`src/rtl/mips_instr_encoder.sv`:
```
// mips_instr_encoder: turns a symbolic instruction request into a 32-bit MIPS
// machine word for an instruction-memory loader. Every emitted word is paired
// with an auto-incrementing word address. The LI pseudo-instruction expands
// into one word (ORI or LUI) or two words (LUI then ORI) via a small FSM.
//
// Handshake (both sides): a transfer happens on a rising clk edge where
// valid and ready are both high. The producer holds valid and its payload
// stable until that edge; ready may rise or fall freely and never depends on
// the same side's valid. Here in_ready depends only on FSM state, out_valid and
// out_ready, so no combinational path runs from in_valid to in_ready.
module mips_instr_encoder #(
  parameter int                ADDR_W    = 8,
  parameter logic [ADDR_W-1:0] BASE_ADDR = '0
) (
  input  logic              clk,
  input  logic              reset,
  input  logic              in_valid,
  output logic              in_ready,
  input  logic [3:0]        in_kind,
  input  logic [4:0]        in_rs,
  input  logic [4:0]        in_rt,
  input  logic [4:0]        in_rd,
  input  logic [4:0]        in_shamt,
  input  logic [5:0]        in_funct,
  input  logic [31:0]       in_imm,
  input  logic [25:0]       in_target,
  output logic              out_valid,
  input  logic              out_ready,
  output logic [31:0]       out_word,
  output logic [ADDR_W-1:0] out_addr,
  output logic              err,
  output logic              dbg_state
);

  // Request kinds
  localparam logic [3:0] KIND_RTYPE = 4'd0;
  localparam logic [3:0] KIND_ADDI  = 4'd1;
  localparam logic [3:0] KIND_ANDI  = 4'd2;
  localparam logic [3:0] KIND_ORI   = 4'd3;
  localparam logic [3:0] KIND_LUI   = 4'd4;
  localparam logic [3:0] KIND_BEQ   = 4'd5;
  localparam logic [3:0] KIND_BNE   = 4'd6;
  localparam logic [3:0] KIND_LW    = 4'd7;
  localparam logic [3:0] KIND_SW    = 4'd8;
  localparam logic [3:0] KIND_J     = 4'd9;
  localparam logic [3:0] KIND_JAL   = 4'd10;
  localparam logic [3:0] KIND_JR    = 4'd11;
  localparam logic [3:0] KIND_LI    = 4'd12;
  localparam logic [3:0] KIND_NOP   = 4'd13;

  // Primary opcodes (instruction bits [31:26])
  localparam logic [5:0] OP_SPECIAL = 6'h00;
  localparam logic [5:0] OP_J       = 6'h02;
  localparam logic [5:0] OP_JAL     = 6'h03;
  localparam logic [5:0] OP_BEQ     = 6'h04;
  localparam logic [5:0] OP_BNE     = 6'h05;
  localparam logic [5:0] OP_ADDI    = 6'h08;
  localparam logic [5:0] OP_ANDI    = 6'h0C;
  localparam logic [5:0] OP_ORI     = 6'h0D;
  localparam logic [5:0] OP_LUI     = 6'h0F;
  localparam logic [5:0] OP_LW      = 6'h23;
  localparam logic [5:0] OP_SW      = 6'h2B;

  localparam logic [5:0] FUNCT_JR   = 6'h08;
  localparam logic [4:0] REG_ZERO   = 5'd0;

  localparam logic [ADDR_W-1:0] ADDR_ONE = {{(ADDR_W-1){1'b0}}, 1'b1};

  typedef enum logic {
    IDLE = 1'b0,
    LI2  = 1'b1
  } state_t;

  state_t      state;
  logic [31:0] pendingOri;

  // Combinational encoder outputs for the request currently on the inputs
  logic [31:0] encWord;
  logic [31:0] encSecond;
  logic        encTwoWords;
  logic        encIllegal;

  logic [15:0] immHi;
  logic [15:0] immLo;

  logic inXfer;
  logic outXfer;

  assign immHi     = in_imm[31:16];
  assign immLo     = in_imm[15:0];
  assign in_ready  = (state == IDLE) && (!out_valid || out_ready);
  assign inXfer    = in_valid && in_ready;
  assign outXfer   = out_valid && out_ready;
  assign dbg_state = state;

  // Encode the presented request into its first word and, for a split LI, the
  // trailing ORI word; unknown kinds are flagged instead of encoded.
  always_comb begin
    encWord     = 32'h0000_0000;
    encSecond   = 32'h0000_0000;
    encTwoWords = 1'b0;
    encIllegal  = 1'b0;
    case (in_kind)
      KIND_RTYPE: encWord = {OP_SPECIAL, in_rs, in_rt, in_rd, in_shamt, in_funct};
      KIND_ADDI:  encWord = {OP_ADDI, in_rs, in_rt, immLo};
      KIND_ANDI:  encWord = {OP_ANDI, in_rs, in_rt, immLo};
      KIND_ORI:   encWord = {OP_ORI, in_rs, in_rt, immLo};
      KIND_LUI:   encWord = {OP_LUI, REG_ZERO, in_rt, immLo};
      KIND_BEQ:   encWord = {OP_BEQ, in_rs, in_rt, immLo};
      KIND_BNE:   encWord = {OP_BNE, in_rs, in_rt, immLo};
      KIND_LW:    encWord = {OP_LW, in_rs, in_rt, immLo};
      KIND_SW:    encWord = {OP_SW, in_rs, in_rt, immLo};
      KIND_J:     encWord = {OP_J, in_target};
      KIND_JAL:   encWord = {OP_JAL, in_target};
      KIND_JR:    encWord = {OP_SPECIAL, in_rs, REG_ZERO, REG_ZERO, REG_ZERO, FUNCT_JR};
      KIND_LI: begin
        if (immHi == 16'h0000) begin
          // Small constant: a single ORI from $zero covers it.
          encWord = {OP_ORI, REG_ZERO, in_rt, immLo};
        end else if (immLo == 16'h0000) begin
          // Low half clear: LUI alone sets the full value.
          encWord = {OP_LUI, REG_ZERO, in_rt, immHi};
        end else begin
          // General case: LUI the high half, then OR in the low half.
          encWord     = {OP_LUI, REG_ZERO, in_rt, immHi};
          encSecond   = {OP_ORI, in_rt, in_rt, immLo};
          encTwoWords = 1'b1;
        end
      end
      KIND_NOP:   encWord = 32'h0000_0000;
      default:    encIllegal = 1'b1;
    endcase
  end

  // FSM plus the registered output stage, address counter and error pulse.
  always_ff @(posedge clk) begin
    if (!reset) begin
      state      <= IDLE;
      out_valid  <= 1'b0;
      out_word   <= 32'h0000_0000;
      out_addr   <= BASE_ADDR;
      err        <= 1'b0;
      pendingOri <= 32'h0000_0000;
    end else begin
      err <= 1'b0;

      // The address belongs to the word just handed over; advance past it.
      if (outXfer) begin
        out_addr <= out_addr + ADDR_ONE;
      end

      case (state)
        IDLE: begin
          if (inXfer) begin
            if (encIllegal) begin
              // Nothing is emitted; the output stage only drains.
              err <= 1'b1;
              if (outXfer) begin
                out_valid <= 1'b0;
              end
            end else begin
              out_valid <= 1'b1;
              out_word  <= encWord;
              if (encTwoWords) begin
                pendingOri <= encSecond;
                state      <= LI2;
              end
            end
          end else if (outXfer) begin
            out_valid <= 1'b0;
          end
        end

        LI2: begin
          // The LUI half is on the output; swap in the ORI once it is taken.
          if (outXfer) begin
            out_word <= pendingOri;
            state    <= IDLE;
          end
        end

        default: begin
          state     <= IDLE;
          out_valid <= 1'b0;
        end
      endcase
    end
  end

endmodule
```
`config.mk`:
```
export PLATFORM = sky130hd
export DESIGN_NAME = mips_instr_encoder
export DESIGN_NICKNAME = d
export VERILOG_FILES = /design/src/rtl/mips_instr_encoder.sv
export SDC_FILE = /design/constraint.sdc
export NUM_CORES = 1
export LEC_CHECK = 0
export BUFFER_PORTS_ARGS = -buffer_cell sky130_fd_sc_hd__buf_4
export CORE_UTILIZATION = 51
export DETAILED_ROUTE_END_ITERATION = 10
export GPL_ROUTABILITY_DRIVEN = 1
export GPL_TIMING_DRIVEN = 0
export PLACE_DENSITY = 0.8
export SLEW_MARGIN = 25
export SYNTH_ARGS = -nofsm -noshare
export SYNTH_HDL_FRONTEND = slang
export SYNTH_SLANG_ARGS = --single-unit
export TNS_END_PERCENT = 30
```
`constraint.sdc`:
```
create_clock -name clk -period 1.7 [get_ports clk]
set_clock_uncertainty 0.05 [all_clocks]
set_input_delay 0 -clock clk [delete_from_list [all_inputs] [get_ports clk]]
set_output_delay 0 -clock clk [all_outputs]
set_load 0.01 [all_outputs]
```
==> results.py, run 1 <==
metrics = {
    "outcome": {
        "outcome": "complete, but fails checks",
        "violations": "negative hold slack",
    },
    "power_and_ir_drop": {
        "p_total_w": 0.00394,
        "p_per_area_mw_per_mm2": 670,
        "ir_drop_v": 0.000351,
        "leakage_nw": 2.28,
    },
    "worst_setup_path": {
        "cp-endpoint": "pendingOri[25]",
        "r2r_cells": 6,
        "worst_setup_path_end_kind": "register",
        "crit_type": "register to register",
        "r2r-end": "pendingOri[25]",
        "regToRegSetupSlack_ns": 0.05,
        "cp_max_fo": 10,
        "cp.arrival_ns": 1.88,
        "crit_required_ns": 1.94,
        "critPathLaunchType": "register",
        "cp-startpoint": "dbg_state",
        "worst_r2r_startpoint": "dbg_state",
    },
    "yosys": {
        "synth_seq_area_share_pct": 31.6,
        "synthesis.nets": 576,
        "synth_area_mm2": 0.00406,
        "yosys_most_used_dff": "dfxtp_1",
        "ys_types": 59,
        "ys_warn_count": 0,
        "yosysTopAreaCell": "dfxtp_1",
        "yosys-top-cells-area": "dfxtp_1, mux2i_1, o211ai_1",
        "avgSynthCellArea_um2": 8.40,
        "synth.most_common_cell": "dfxtp_1",
        "ys_ff_latch": 64,
        "synthTopCellsByCount": "dfxtp_1, nand2_1, o211ai_1",
        "syn_inst": 483,
        "async_flop_share_pct": 0,
        "synth_edf_count": 0,
        "synth.top_cell.area_share_pct": 31.6,
    },
    "timing": {
        "timing.final.hold_violations": 3,
        "relSlewSlack_pct": 56.2,
        "maxSlewViolCount": 0,
        "worst_pin_slew_ns": 0.655,
        "finalCritPeriodShare_pct": 96.8,
        "setup_viol": 0,
        "period_minus_slack_ns": 1.65,
        "fmax_mhz": 608,
        "whs_ns": -0.00520,
    },
    "global_route": {
        "track_usage_pct": 34.6,
        "overflow": 0,
        "grt_pass1_vias": 4516,
        "grt_max_degree": 13,
        "grt_antenna_before_repair": 0,
        "grt_pass1_wl_mm": 22.7,
    },
    "final_layout": {
        "area_delta_synth_final_pct": 45.0,
        "seqCellArea_mm2": 0.00128,
        "insertedDiodeCount": 0,
        "multi_input_area_mm2": 0.00256,
        "fin_util_pct": 76.1,
        "drive_above_1_share_pct": 30.7,
        "fin_nets": 755,
        "n_fill_cell": 573,
    },
    "detailed_routing": {
        "route.detailed.drc": 0,
        "ant_nets": 0,
        "dr.pass1.iters": 5,
        "initialDrtViolationCount": 439,
        "via_per_inst": 6.15,
        "wl_per_cell_um": 18.9,
        "finalWirelength_mm": 14.5,
        "vias": 4727,
    },
    "floorplan": {
        "dieArea_mm2": 0.00831,
        "start_util_pct": 52.5,
        "die_y_um": 91.2,
        "ios": 136,
        "design.core.area_mm2": 0.00773,
        "rows": 32,
        "fp.dieW_um": 91.2,
    },
    "clocking": {
        "cts_made_buffers": 9,
        "cts_buffer_depth": 2,
        "clock_latency_ns": 0.36,
        "clkSinkCount": 64,
        "path_clk_slew_ns": 0.08,
        "root_buffer": "clkbuf_8",
        "cts_tree": "built",
        "htreeDepth": 3,
    },
    "placement": {
        "dp_hpwl_mm": 10.5,
        "gp_congestion": 0.914,
        "port-buffer-count": 130,
    },
    "run": {
        "cap_violations": 0,
    },
    "min_path": {
        "hp-class": "primary input to register",
        "hold_path_depth": 4,
    },
}
## layer usage
layer | GRT usage [%] | part of all wire, % | up-vias
li1 | - | - | 2203
met1 | 46.2 | 43 | 2211
met2 | 55.7 | 46 | 279
met3 | 4.86 | 8.0 | 34
met4 | 15.1 | 2.6 | 0
met5 | 0 | 0 | -
## kinds of logic (layout without fill, tap and decap cells)
logic type | after synthesis | after routing | synth area share (%)
adder cells (fa/ha/maj) | 1 | 1 | 0.308
XOR/XNOR | 8 | 8 | 1.73
multiplexers | 27 | 27 | 6.70
AO/OA/AOI/OAI | 156 | 156 | 29.0
AND/OR/NAND/NOR | 170 | 170 | 23.8
buffers and inverters | 56 | 240 | 6.79
flip-flops | 64 | 64 | 31.6
other | 1 | 1 | 0.0925
## repair_timing
item,in CTS,in global routing
gates resized for setup,29,24
endpoints found under the hold margin,44,0
hold buffers,32,0
pin swaps,3,3
buffers inserted,2,5
setup endpoints to repair,51,48
gates cloned,0,0
## through the flow
step	hold WS (ns)	setup slack, ns	instances	instance area, um2	setup TNS (ns)
after floorplan	0.0921	0.0247	483	4060	0
after global placement	0.222	-0.213	715	5160	-3.92
after detailed placement	0.230	-0.226	715	5160	-4.90
after CTS	0.000556	0.00469	764	5750	0
after global routing	0.0148	-0.00652	769	5880	-0.0149
final	-0.00520	0.0544	769	5880	0
## registers in the layout, summed over array words and instances (netlist names)
name and cells:
out_word 31, pendingOri 22, out_addr 8, dbg_state 1, err 1, out_valid 1
## final cells by class
cell class              count  share of cell area (%)
plain buffers              53                    5.73
clock buffers              10                    2.34
clock inverters             6                    1.15
inverters                   2                   0.128
multi-input cells         363                    43.6
flip-flops and latches     64                    21.9
well taps                 102                    2.17
repair buffers            169                    23.0
## power breakdown
part	internal (W)	switching [W]	total (W)
logic	0.000479	0.000473	0.000951
clock network	0.000721	0.000656	0.00138
registers	0.00156	0.0000440	0.00161
## worst min-delay path by stage
stage                     endpoint  slack [ns]         from
floorplan            pendingOri[3]        0.09    in_imm[3]
global placement    pendingOri[22]        0.22     in_rt[1]
detailed placement  pendingOri[24]        0.23     in_rt[3]
CTS                   out_word[10]      0.0006  in_shamt[4]
global route           out_word[6]        0.01   in_imm[22]
finish                out_word[10]      -0.005  in_shamt[4]
## critical path: stages (launching register included)
cell	delay (ns)
dfxtp_4	0.40
nor2b_4	0.17
nand3_4	0.12
nor4_4	0.29
buf_6	0.16
buf_12	0.14
mux2i_4	0.22
## cell usage in the layout (no fill, tap or decap), drive strengths merged, types with 13 or more instances in the layout
cell type    count
a21o            15
a21oi           13
a31oi           21
a32o            20
and2            21
buf            162
clkbuf          38
dfxtp           64
dlygate4sd3     32
mux2i           26
nand2           50
nand3           24
nor2            16
nor3b           16
o211ai          32
o311ai          15
Note: power is estimated with default switching activity, not from simulation.
==> run 2: changes to the inputs <==
==> constraint.sdc (replaced) <==
create_clock -name clk -period 1.7 [get_ports clk]
set_clock_uncertainty 0.05 [all_clocks]
set_input_delay 0.17 -clock clk [delete_from_list [all_inputs] [get_ports clk]]
set_output_delay 0.17 -clock clk [all_outputs]
set_load 0.01 [all_outputs]
==> run 2 against run 1 <==
Compared with the run above:
- the run now ends clean
- total power is 2.2% lower
- sequential cell count stayed put
- sequential power hardly changed
- critical path depth is 1 higher
- worst hold slack better by 0.034 ns
- via count is 4.1% lower
- non-clock buffer count is 33 lower
- final area is 5.7% lower
- wire length is 6.5% lower
- sequential share of layout area is 1.3 points higher
- die area stayed put
- count of clock-buffer cells in the layout stayed put
==> results.py, run 2 (synthesized netlist as in run 1, its figures left out) <==
metrics = {
    "timing": {
        "whs_ns": 0.0290,
        "finalCritPeriodShare_pct": 97.7,
        "setup_viol": 0,
        "worst_pin_slew_ns": 0.618,
        "maxSlewViolCount": 0,
        "rsz0062_at_grt": "true",
        "timing.final.hold_violations": 0,
        "relSlewSlack_pct": 58.7,
        "final.setup.worst_slack_ns": 0.0398,
        "fmax_mhz": 602,
        "period_minus_slack_ns": 1.66,
        "setup_tns_ns": 0,
    },
    "power_and_ir_drop": {
        "leakage_nw": 2.15,
        "clockPowerShare_pct": 35.3,
        "comb_power_share_pct": 23.0,
        "p_total_w": 0.00385,
        "power.switching_w": 0.00113,
        "p_per_area_mw_per_mm2": 694,
        "p_seq_share_pct": 41.8,
        "ir_drop_v": 0.000342,
        "p_sw_share_pct": 29.4,
        "p_int_w": 0.00272,
    },
    "outcome": {
        "outcome": "completed",
    },
    "floorplan": {
        "start_util_pct": 52.5,
        "fp.dieW_um": 91.2,
        "dieArea_mm2": 0.00831,
        "design.core.area_mm2": 0.00773,
        "rows": 32,
        "die_y_um": 91.2,
        "ios": 136,
    },
    "clocking": {
        "cts_made_buffers": 9,
        "clkSinkCount": 64,
        "clock_latency_ns": 0.35,
        "htreeDepth": 3,
        "cts_buffer_depth": 2,
        "root_buffer": "clkbuf_8",
        "postCtsHoldBufs": 0,
        "path_clk_slew_ns": 0.08,
        "cts_tree": "built",
    },
    "final_layout": {
        "drive_above_1_share_pct": 32.6,
        "area_delta_synth_final_pct": 36.7,
        "regMostFlops": "out_word",
        "n_fill_cell": 634,
        "finalNonFillerCells": 736,
        "insertedDiodeCount": 0,
        "top_regs": "out_word (31), pendingOri (22), out_addr (8)",
        "fin_nets": 722,
        "layout_common_cells": "buf_4, dfxtp_1, nand2_1",
        "largest_register_ffs": 31,
        "layout_commonest_cell": "buf_4",
    },
    "worst_setup_path": {
        "path_buf_inv": 3,
        "slowest_delay_ns": 0.39,
        "crit_chain": "nand2b_1, buf_4, nor3_4, buf_4, clkbuf_8, o211ai_1, o211ai_1",
        "crit_required_ns": 1.92,
        "crit_type": "register to register",
        "worst_setup_path_end_kind": "register",
        "cp_slowest_cell": "dfxtp_4",
        "crit_family": "buffers and inverters",
        "critPathLaunchType": "register",
        "cp_max_fo": 10,
        "cp.arrival_ns": 1.88,
    },
    "global_route": {
        "overflow": 0,
        "grt_antenna_before_repair": 0,
        "grt_pass1_vias": 4304,
        "grt_max_degree": 13,
        "track_usage_pct": 32.8,
        "grt_pass1_wl_mm": 21.6,
    },
    "run": {
        "cap_violations": 0,
    },
    "detailed_routing": {
        "wl_met3_um": 983,
        "highest_layer": "met4",
        "vias": 4535,
        "route.detailed.drc": 0,
        "dr.pass1.iters": 5,
        "wl_per_cell_um": 18.4,
        "initialDrtViolationCount": 317,
        "wl_met2_mm": 6.20,
        "ant_nets": 0,
        "finalWirelength_mm": 13.6,
        "wirelength_met1_mm": 6.08,
        "via_per_inst": 6.16,
    },
    "placement": {
        "port-buffer-count": 130,
        "pre_cts_ws_ns": -0.226,
        "dp_hpwl_mm": 10.5,
        "place_inst": 715,
        "gp_congestion": 0.914,
    },
    "min_path": {
        "hp-class": "primary input to register",
    },
}
-- run 2: cell count changes in the layout (fill, tap and decap cells not counted), sizes merged --
cell	delta
dlygate4sd3	-32
clkbuf	-1
-- run 2: per-stage QoR --
step                utilization, %  cell area [um2]
detailed placement            66.8             5160
global route                  71.7             5540
finish                        71.7             5540
CTS                           70.7             5470
global placement              66.8             5160
floorplan                        -             4060
-- run 2: path summary, 6_finish.rpt --
kind                                  endpoint  depth (start not counted)  slack (ns)            from
worst max-delay path               out_word[0]                          7        0.04       dbg_state
worst min-delay path            pendingOri[21]                          3        0.03        in_rt[0]
worst max register to register     out_word[0]                          7        0.04       dbg_state
worst min register to register  pendingOri[11]                          2        0.41  pendingOri[11]
-- run 2: worst reg2reg max path: cells and delay by family, from the launching register on --
kind | cells | cell delay (ns)
buf+inv | 3 | 0.50
flops | 1 | 0.39
simple gates | 2 | 0.37
compound gates | 2 | 0.26
-- run 2: what timing repair did --
action | 4_1_cts | 5_1_grt
pin swaps | 2 | 0
gates resized for setup | 32 | 21
cloned | 0 | 1
endpoints found under the setup margin | 51 | 27
buffers inserted | 5 | 0
-- run 2: layer usage --
layer | vias up | global-route usage, %
met2 | 204 | 51.7
li1 | 2146 | -
met4 | 0 | 13.4
met5 | - | 0
met1 | 2161 | 44.7
met3 | 24 | 5.11
-- run 2: final cells by class --
class	count	area (um2)	area share, %
buffer	53	323	5.82
clock buffer	10	138	2.48
clock inverter	6	67.6	1.22
inverter	2	7.51	0.135
multi-input combinational	363	2580	46.5
sequential	64	1280	23.2
tap	102	128	2.30
timing repair buffer	136	1020	18.4
-- run 2: power by group through the flow --
stage               sequential (W)  combinational, W  clock, W
finish                     0.00161          0.000884   0.00136
detailed placement         0.00164          0.000820         0
CTS                        0.00161          0.000851   0.00136
global placement           0.00164          0.000808         0
floorplan                  0.00166          0.000402         0
global route               0.00161          0.000949   0.00143
